### src/rtl/spi_master.sv
// SPI initiator, mode 0, LSB first, one width-bit word per transaction.
// Define SPI_MASTER_LOOPBACK_EN to capture the internal mosi instead of the miso pin.
module spi_master #(
    parameter int width      = 8,
    parameter int halfPeriod = 4
) (
    input  logic             clk,
    input  logic             reset,
    input  logic             start,
    input  logic [width-1:0] txData,
    output logic [width-1:0] rxData,
    output logic             busy,
    output logic             done,
    output logic             cs,
    output logic             sclk,
    output logic             mosi,
    input  logic             miso
);

    localparam int phaseW = (halfPeriod > 1) ? $clog2(halfPeriod) : 1;
    localparam int bitW   = $clog2(width);
    localparam logic [phaseW-1:0] phaseLast = phaseW'(halfPeriod - 1);
    localparam logic [bitW-1:0]   bitLast   = bitW'(width - 1);

    typedef enum logic [2:0] {
        IDLE,
        LEAD,
        HIGH,
        LOW,
        TRAIL
    } stateT;

    stateT             state, stateNext;
    logic [phaseW-1:0] phaseCnt, phaseNext;
    logic [bitW-1:0]   bitCnt, bitNext;
    logic [width-1:0]  txShift, txNext;
    logic [width-1:0]  rxShift, rxNext;
    logic [width-1:0]  rxDataNext;
    logic              csNext, sclkNext, mosiNext, busyNext, doneNext;
    logic              phaseEnd;
    logic              captureBit;

`ifdef SPI_MASTER_LOOPBACK_EN
    logic unusedMiso;
    assign unusedMiso = miso;
    assign captureBit = mosi;
`else
    assign captureBit = miso;
`endif

    assign phaseEnd = (phaseCnt == phaseLast);

    // NOTE: sequential state uses non-blocking assignments so every register samples pre-edge values.
    always_ff @(posedge clk or posedge reset) begin
        if (reset) begin
            state    <= IDLE;
            phaseCnt <= '0;
            bitCnt   <= '0;
            txShift  <= '0;
            rxShift  <= '0;
            rxData   <= '0;
            cs       <= 1'b1;
            sclk     <= 1'b0;
            mosi     <= 1'b0;
            busy     <= 1'b0;
            done     <= 1'b0;
        end else begin
            state    <= stateNext;
            phaseCnt <= phaseNext;
            bitCnt   <= bitNext;
            txShift  <= txNext;
            rxShift  <= rxNext;
            rxData   <= rxDataNext;
            cs       <= csNext;
            sclk     <= sclkNext;
            mosi     <= mosiNext;
            busy     <= busyNext;
            done     <= doneNext;
        end
    end

    // NOTE: every signal gets a default before the case so no path leaves one unassigned (no latches).
    always_comb begin
        stateNext  = state;
        phaseNext  = '0;
        bitNext    = bitCnt;
        txNext     = txShift;
        rxNext     = rxShift;
        rxDataNext = rxData;
        csNext     = cs;
        sclkNext   = sclk;
        mosiNext   = mosi;
        busyNext   = busy;
        doneNext   = 1'b0;

        // Every non-idle state lasts exactly halfPeriod cycles.
        if (state != IDLE && !phaseEnd) begin
            phaseNext = phaseCnt + phaseW'(1);
        end

        unique case (state)
            IDLE: begin
                if (start) begin
                    txNext    = txData;
                    csNext    = 1'b0;
                    busyNext  = 1'b1;
                    mosiNext  = txData[0];
                    bitNext   = '0;
                    stateNext = LEAD;
                end
            end
            LEAD: begin
                if (phaseEnd) begin
                    sclkNext  = 1'b1;
                    stateNext = HIGH;
                end
            end
            HIGH: begin
                if (phaseEnd) begin
                    // Sample at the end of the high phase, then shift out the next bit on the fall.
                    rxNext   = {captureBit, rxShift[width-1:1]};
                    sclkNext = 1'b0;
                    if (bitCnt == bitLast) begin
                        stateNext = TRAIL;
                    end else begin
                        txNext    = txShift >> 1;
                        mosiNext  = txShift[1];
                        bitNext   = bitCnt + bitW'(1);
                        stateNext = LOW;
                    end
                end
            end
            LOW: begin
                if (phaseEnd) begin
                    sclkNext  = 1'b1;
                    stateNext = HIGH;
                end
            end
            TRAIL: begin
                if (phaseEnd) begin
                    csNext     = 1'b1;
                    busyNext   = 1'b0;
                    mosiNext   = 1'b0;
                    rxDataNext = rxShift;
                    doneNext   = 1'b1;
                    stateNext  = IDLE;
                end
            end
            default: begin
                stateNext = IDLE;
            end
        endcase
    end

endmodule

### config.mk
export PLATFORM = sky130hd
export DESIGN_NAME = spi_master
export DESIGN_NICKNAME = d
export VERILOG_FILES = /design/src/rtl/spi_master.sv
export SDC_FILE = /design/constraint.sdc
export NUM_CORES = 1
export LEC_CHECK = 0
export CORE_AREA = 2 2 58 81
export CTS_CLUSTER_SIZE = 10
export DETAILED_ROUTE_END_ITERATION = 10
export DIE_AREA = 0 0 60 83
export PLACE_DENSITY = 0.7
export SLEW_MARGIN = 20
export SYNTH_ARGS = -nofsm -noshare
export SYNTH_HDL_FRONTEND = slang
export SYNTH_SLANG_ARGS = --single-unit
### constraint.sdc
create_clock -name clk -period 5.4 [get_ports clk]
set_clock_uncertainty 0.15 [all_clocks]
set_input_delay 1.08 -clock clk [delete_from_list [all_inputs] [get_ports clk]]
set_output_delay 1.08 -clock clk [all_outputs]
set_load 0.01 [all_outputs]
==> run summary, run 1 <==
sequential share of the synthesized area: 55.21%
Max transition margin: 41.14%
Critical Path Start Type: primary input
Root Driver: clkbuf_8
register area: 902.1 µm²
fill count: 379
global placer's final weighted congestion: 0.7283
fin nets: 161
worst-margin pin slew: 0.8813 ns
wire per inst: 13.05 µm
Async SR Flop Fraction: 100.0%
switching part of the total power: 29.56%
post-synthesis cell count: 120
initial antenna violation count: 0
Chip Height: 83 µm
Pre-Repair DR Iteration Count: 6
Post-CTS Setup Bufs: 0
fin util: 47.70%
clock sinks: 36
share of layout cells above drive strength 1: 28.57%
Reg power frac: 44.2%
critical path arrival: 2.84 ns
maximum vdd ir drop: 0.2522 mV
Setup crit end kind: register
clk slew on worst S/H paths: 0.06 ns
cts hold-fix bufs: 0
outcome: complete, no violations
Starting DRT DRC Count: 27
Finish-stage setup viols: 0
Yosys warning total: 0
first-pass GRT wire length: 4.795 mm
largest net degree at the start of global routing: 37
DRT antenna net count: 0
core area: 4239 µm²
area occupied by multi-input gates: 674.4 µm²
vias: 1005
Seq cells post-synth: 36
count of final hold-check violations: 0
Area Overhead vs Synth: 23.74%
EDFF count, synth: 0
latest clock arrival within the worst-skew pair: 0.28 ns
period utilisation layout: 52.45%
switching power: 0.2786 mW
DP Wirelength: 1.929 mm
syn nets: 135
clk buf depth: 2
combinational share of power: 31.5%
Die Wd: 60 µm
fmax: 0.3531 GHz
post-DR vias/cell: 4.855
RSZ-0062 raised after global routing: false
DIE AREA: 4980 µm²
Post-synth top flop: dfrtp_1
CTS tree: built
Mapped Area: 1634 µm²
Pint: 0.6638 mW
Starting Density: 38.55%
count of cell types in the netlist: 34
io pins: 25
Clock H-tree levels: 2
maximum fanout along the worst path: 11
Cell Pwr Density: 466.1 nW/µm²
Clock power frac: 24.2%
vias in the first global route: 1028
CTS resizes: 0
PortBufs: 24
Max Cap Viol: 0
final WL: 2.701 mm
CTS buffer count: 5
HP Class: reg -> reg
Syn Area/Cell: 13.62 µm²
ant diodes: 0
Setup TNS: 0 ns
Worst Path Required: 5.41 ns
Final Max Tran Viols: 0
DRC Markers: 0
num rows: 28
Final min period: 2.832 ns
Leakage Power: 0.8672 nW
GRT Resource Usage Total: 12.70%
critical path class: in -> reg
GRT overflow: 0
==> layer usage <==
metal	up-vias	routed length (µm)	GRT usage [%]
met2	25	1396	19.27
met1	497	1166	15.99
met3	4	66	1.869
li1	479	-	-
met5	-	0	0
met4	0	72	8.889
==> flip-flops by register name (all words and copies together) (netlist names) <==
register / cells
sclk: 1
rxShift: 8
state: 3
txShift: 7
cs: 1
done: 1
mosi: 1
phaseCnt: 2
busy: 1
bitCnt: 3
rxData: 8
==> kinds of logic after synthesis <==
kind of cell | Yosys count | share of synthesized area [%]
flops | 36 | 55.21
mux | 33 | 22.59
simple gates | 26 | 10.72
compound gates | 12 | 5.666
buf+inv | 10 | 3.521
fa+ha+maj | 3 | 2.297
==> area by class of cell <==
type                       count  share of cell area [%]
tap                           60                   3.713
clock buffer                   6                   3.589
timing repair buffer          25                   12.25
inverter                       4                  0.7426
sequential                    36                   44.62
multi-input combinational     74                   33.35
clock inverter                 2                   1.733
==> power by group through the flow <==
stage	logic, mW	clock network [mW]	registers (mW)
floorplan	0.263	0	0.393
global placement	0.284	0	0.415
detailed placement	0.302	0	0.423
CTS	0.303	0.235	0.418
global route	0.333	0.245	0.430
finish	0.297	0.228	0.417
==> cell usage after synthesis (2+ instances only) <==
cell type   n  share of area, %
mux2_2     30                21
ha_1        3               2.3
o2bb2ai_1   2               1.1
a21o_1      2              0.92
nor2_1      3              0.69
nor3_1      2              0.61
inv_1       4              0.92
dfrtp_1    35                54
a21oi_1     3              0.92
nand3b_1    3               1.4
buf_4       3               1.4
nand2_1     5               1.1
nor2b_1     2              0.77
mux2i_1     2               1.2
nor3b_1     2              0.92
==> per-stage QoR <==
| stage | std cells | instance area (µm²) | power (mW) | hold slack, ns | worst slack [ns] |
|---|---|---|---|---|---|
| after floorplan | 120 | 1634 | 0.6553 | 0.2650 | 3.218 |
| after global placement | 199 | 1914 | 0.6993 | 0.2749 | 2.333 |
| after detailed placement | 199 | 1914 | 0.7247 | 0.2829 | 2.281 |
| after CTS | 207 | 2022 | 0.9563 | 0.2919 | 2.567 |
| after global routing | 207 | 2022 | 1.008 | 0.3241 | 2.412 |
| final | 207 | 2022 | 0.9424 | 0.2986 | 2.568 |
==> layout by cell type, fill, tap and decap left out, types with 2 or more instances in the layout <==
cell             Yosys  layout
mux2i_1              2       2
clkbuf_8             0       5
nor2_1               3       3
ha_1                 3       3
a21oi_1              3       3
nor3_1               2       2
a21o_1               2       2
nor3b_1              2       2
nor2b_1              2       2
mux2_2              30      30
clkdlybuf4s50_1      0      24
dfrtp_1             35      35
inv_1                4       4
o2bb2ai_1            2       2
nand2_1              5       5
nand3b_1             3       3
==> critical path, stage by stage <==
cell             delay, ns
clkdlybuf4s50_1       0.52
nand2b_1              0.09
a211oi_2              0.73
mux2_2                0.42
==> final timing paths <==
| path | cells after the start | endpoint | slack [ns] | from |
|---|---|---|---|---|
| setup / recovery | 4 | txShift[1] | 2.57 | start |
| hold / removal | 1 | phaseCnt[0] | 0.30 | phaseCnt[0] |
| setup reg to reg | 5 | txShift[1] | 2.93 | bitCnt[0] |
| hold reg to reg | 1 | phaseCnt[0] | 0.30 | phaseCnt[0] |
| max in group asynchronous | 3 | cs | 3.72 | reset |
| min in group asynchronous | 3 | rxShift[7] | 1.04 | reset |
No activity file was read; power rests on OpenSTA's default activity.
==> inputs of run 2 (changes only) <==
Settings changed: PLACE_DENSITY 0.7 to 0.72.
Clock period 5.4 ns to 2.4 ns, I/O delays scaled along.
==> run 2 against run 1 <==
Net effect: sequential share of layout area decreased by 0.89 points; final cell count is 1.4% higher; critical endpoint is now txShift[4]; flip-flop and latch count is the same.
==> run summary, run 2 (synthesis gave the netlist of run 1 again) <==
outcome: complete, no violations
count of final hold-check violations: 0 (unchanged)
worst-margin pin slew: 0.4838 ns (-0.3975 ns)
Final Max Tran Viols: 0 (unchanged)
GRT Resource Usage Total: 12.53% (-0.17 points)
Place WS: 0.2233 ns (-2.057 ns)
Reg power frac: 41.1% (-3.1 points)
commonest non-fill, non-tap cell in the layout: dfrtp_1
Area Overhead vs Synth: 26.26%
ant diodes: 0 (unchanged)
post-DR vias/cell: 4.871 (+0.34%)
Critical Path Start Type: register
Post-CTS Setup Bufs: 0 (unchanged)
Worst Path Required: 2.42 ns (-2.99 ns)
Root Driver: clkbuf_8
Setup TNS: 0 ns (unchanged)
Final min period: 2.056 ns
maximum vdd ir drop: 0.4376 mV (+74%)
Pint: 1.572 mW (+140%)
PortBufs: 24 (unchanged)
maximum fanout along the worst path: 11 (unchanged)
CTS buffer count: 5 (unchanged)
DRT antenna net count: 0 (unchanged)
critical path class: reg -> reg
combinational share of power: 32.6% (+1.1 points)
fmax: 0.4865 GHz
CTS resizes: 0 (unchanged)
Starting DRT DRC Count: 20 (-26%)
Final WS setup: 0.3444 ns (-2.223 ns)
Die Wd: 60 µm (unchanged)
RSZ-0062 raised after global routing: false
period utilisation layout: 85.65%
DIE AREA: 4980 µm² (unchanged)
switching part of the total power: 29.00% (-0.56 points)
clock sinks: 36 (unchanged)
largest net degree at the start of global routing: 37 (unchanged)
final WL: 2.761 mm (+2.2%)
biggest regs: rxData x8, rxShift x8, txShift x7
latest clock arrival within the worst-skew pair: 0.28 ns (about the same)
clk buf depth: 2 (unchanged)
HP Class: reg -> reg
Cell Pwr Density: 1073 nW/µm² (+130%)
critical path arrival: 2.08 ns (-0.76 ns)
Max transition margin: 67.75% (+27 points)
initial antenna violation count: 0 (unchanged)
switching power: 0.6419 mW (+130%)
vias: 1023 (+1.8%)
share of layout cells above drive strength 1: 30.67% (+2.1 points)
Leakage Power: 0.8921 nW (+2.9%)
area occupied by multi-input gates: 674.4 µm² (unchanged)
Clock power frac: 26.2% (+2.0 points)
Starting Density: 38.55% (unchanged)
DRC Markers: 0 (unchanged)
most frequent cells in the layout: dfrtp_1 (35), mux2_2 (30), clkdlybuf4s50_1 (24)
CTS tree: built
register area: 902.1 µm² (unchanged)
first-pass GRT wire length: 4.761 mm (-0.71%)
fill count: 374 (-1.3%)
cts hold-fix bufs: 0 (unchanged)
Finish-stage setup viols: 0 (unchanged)
fin nets: 164 (+1.9%)
GRT overflow: 0 (unchanged)
clk slew on worst S/H paths: 0.07 ns (about the same)
DP Wirelength: 1.974 mm (+2.3%)
Pre-Repair DR Iteration Count: 4 (-2)
wire per inst: 13.15 µm (+0.76%)
Clock H-tree levels: 2 (unchanged)
Setup crit end kind: register
Max Cap Viol: 0 (unchanged)
vias in the first global route: 995 (-3.2%)
Chip Height: 83 µm (unchanged)
num rows: 28 (unchanged)
io pins: 25 (unchanged)
global placer's final weighted congestion: 0.7674 (+5.4%)
core area: 4239 µm² (unchanged)
-- run 2: through the flow --
stage                     cells  util (%)  power [mW]  cell area, µm²  hold slack (ns)
after floorplan             120         -       1.475            1634           0.2650
after global placement      202     45.69       1.599            1937           0.2757
after detailed placement    202     45.69       1.656            1937           0.3012
after global routing        210     48.67       2.352            2063           0.3447
after CTS                   210     48.67       2.236            2063           0.3112
final                       210     48.67       2.214            2063           0.3025
-- run 2: power groups by stage --
stage | clock network, mW | registers [mW] | logic [mW]
finish | 0.580 | 0.911 | 0.723
global route | 0.614 | 0.937 | 0.801
detailed placement | 0 | 0.922 | 0.733
floorplan | 0 | 0.884 | 0.591
global placement | 0 | 0.908 | 0.691
CTS | 0.589 | 0.912 | 0.735
-- run 2: final timing paths --
path | to | from | cells past startpoint | slack [ns]
min reg2reg | phaseCnt[0] | phaseCnt[0] | 1 | 0.30
min in group asynchronous | rxData[7] | reset | 3 | 0.44
max | txShift[4] | bitCnt[0] | 6 | 0.34
min | phaseCnt[0] | phaseCnt[0] | 1 | 0.30
max in group asynchronous | cs | reset | 3 | 1.33
max reg2reg | txShift[4] | bitCnt[0] | 6 | 0.34
-- run 2: metal layers --
layer	global-route usage (%)	share of wire, %	vias to the layer above
met3	2.804	3.5	4
met4	6.061	2.2	0
met2	18.48	50	23
met1	17.09	45	511
li1	-	-	485
met5	0	0	-
-- run 2: critical path, stage by stage, from the launching register on --
cell,delay (ns)
dfrtp_1,0.40
ha_1,0.20
ha_1,0.21
nand3b_1,0.18
a211oi_2,0.23
buf_4,0.23
mux2_2,0.35
-- run 2: area by class of cell --
class	count	share of cell area, %
Clock buffer	7	4.669
Sequential cell	36	43.72
Tap cell	60	3.639
Timing Repair Buffer	28	13.10
Multi-Input combinational cell	74	32.69
Inverter	4	0.7277
Clock inverter	1	1.455
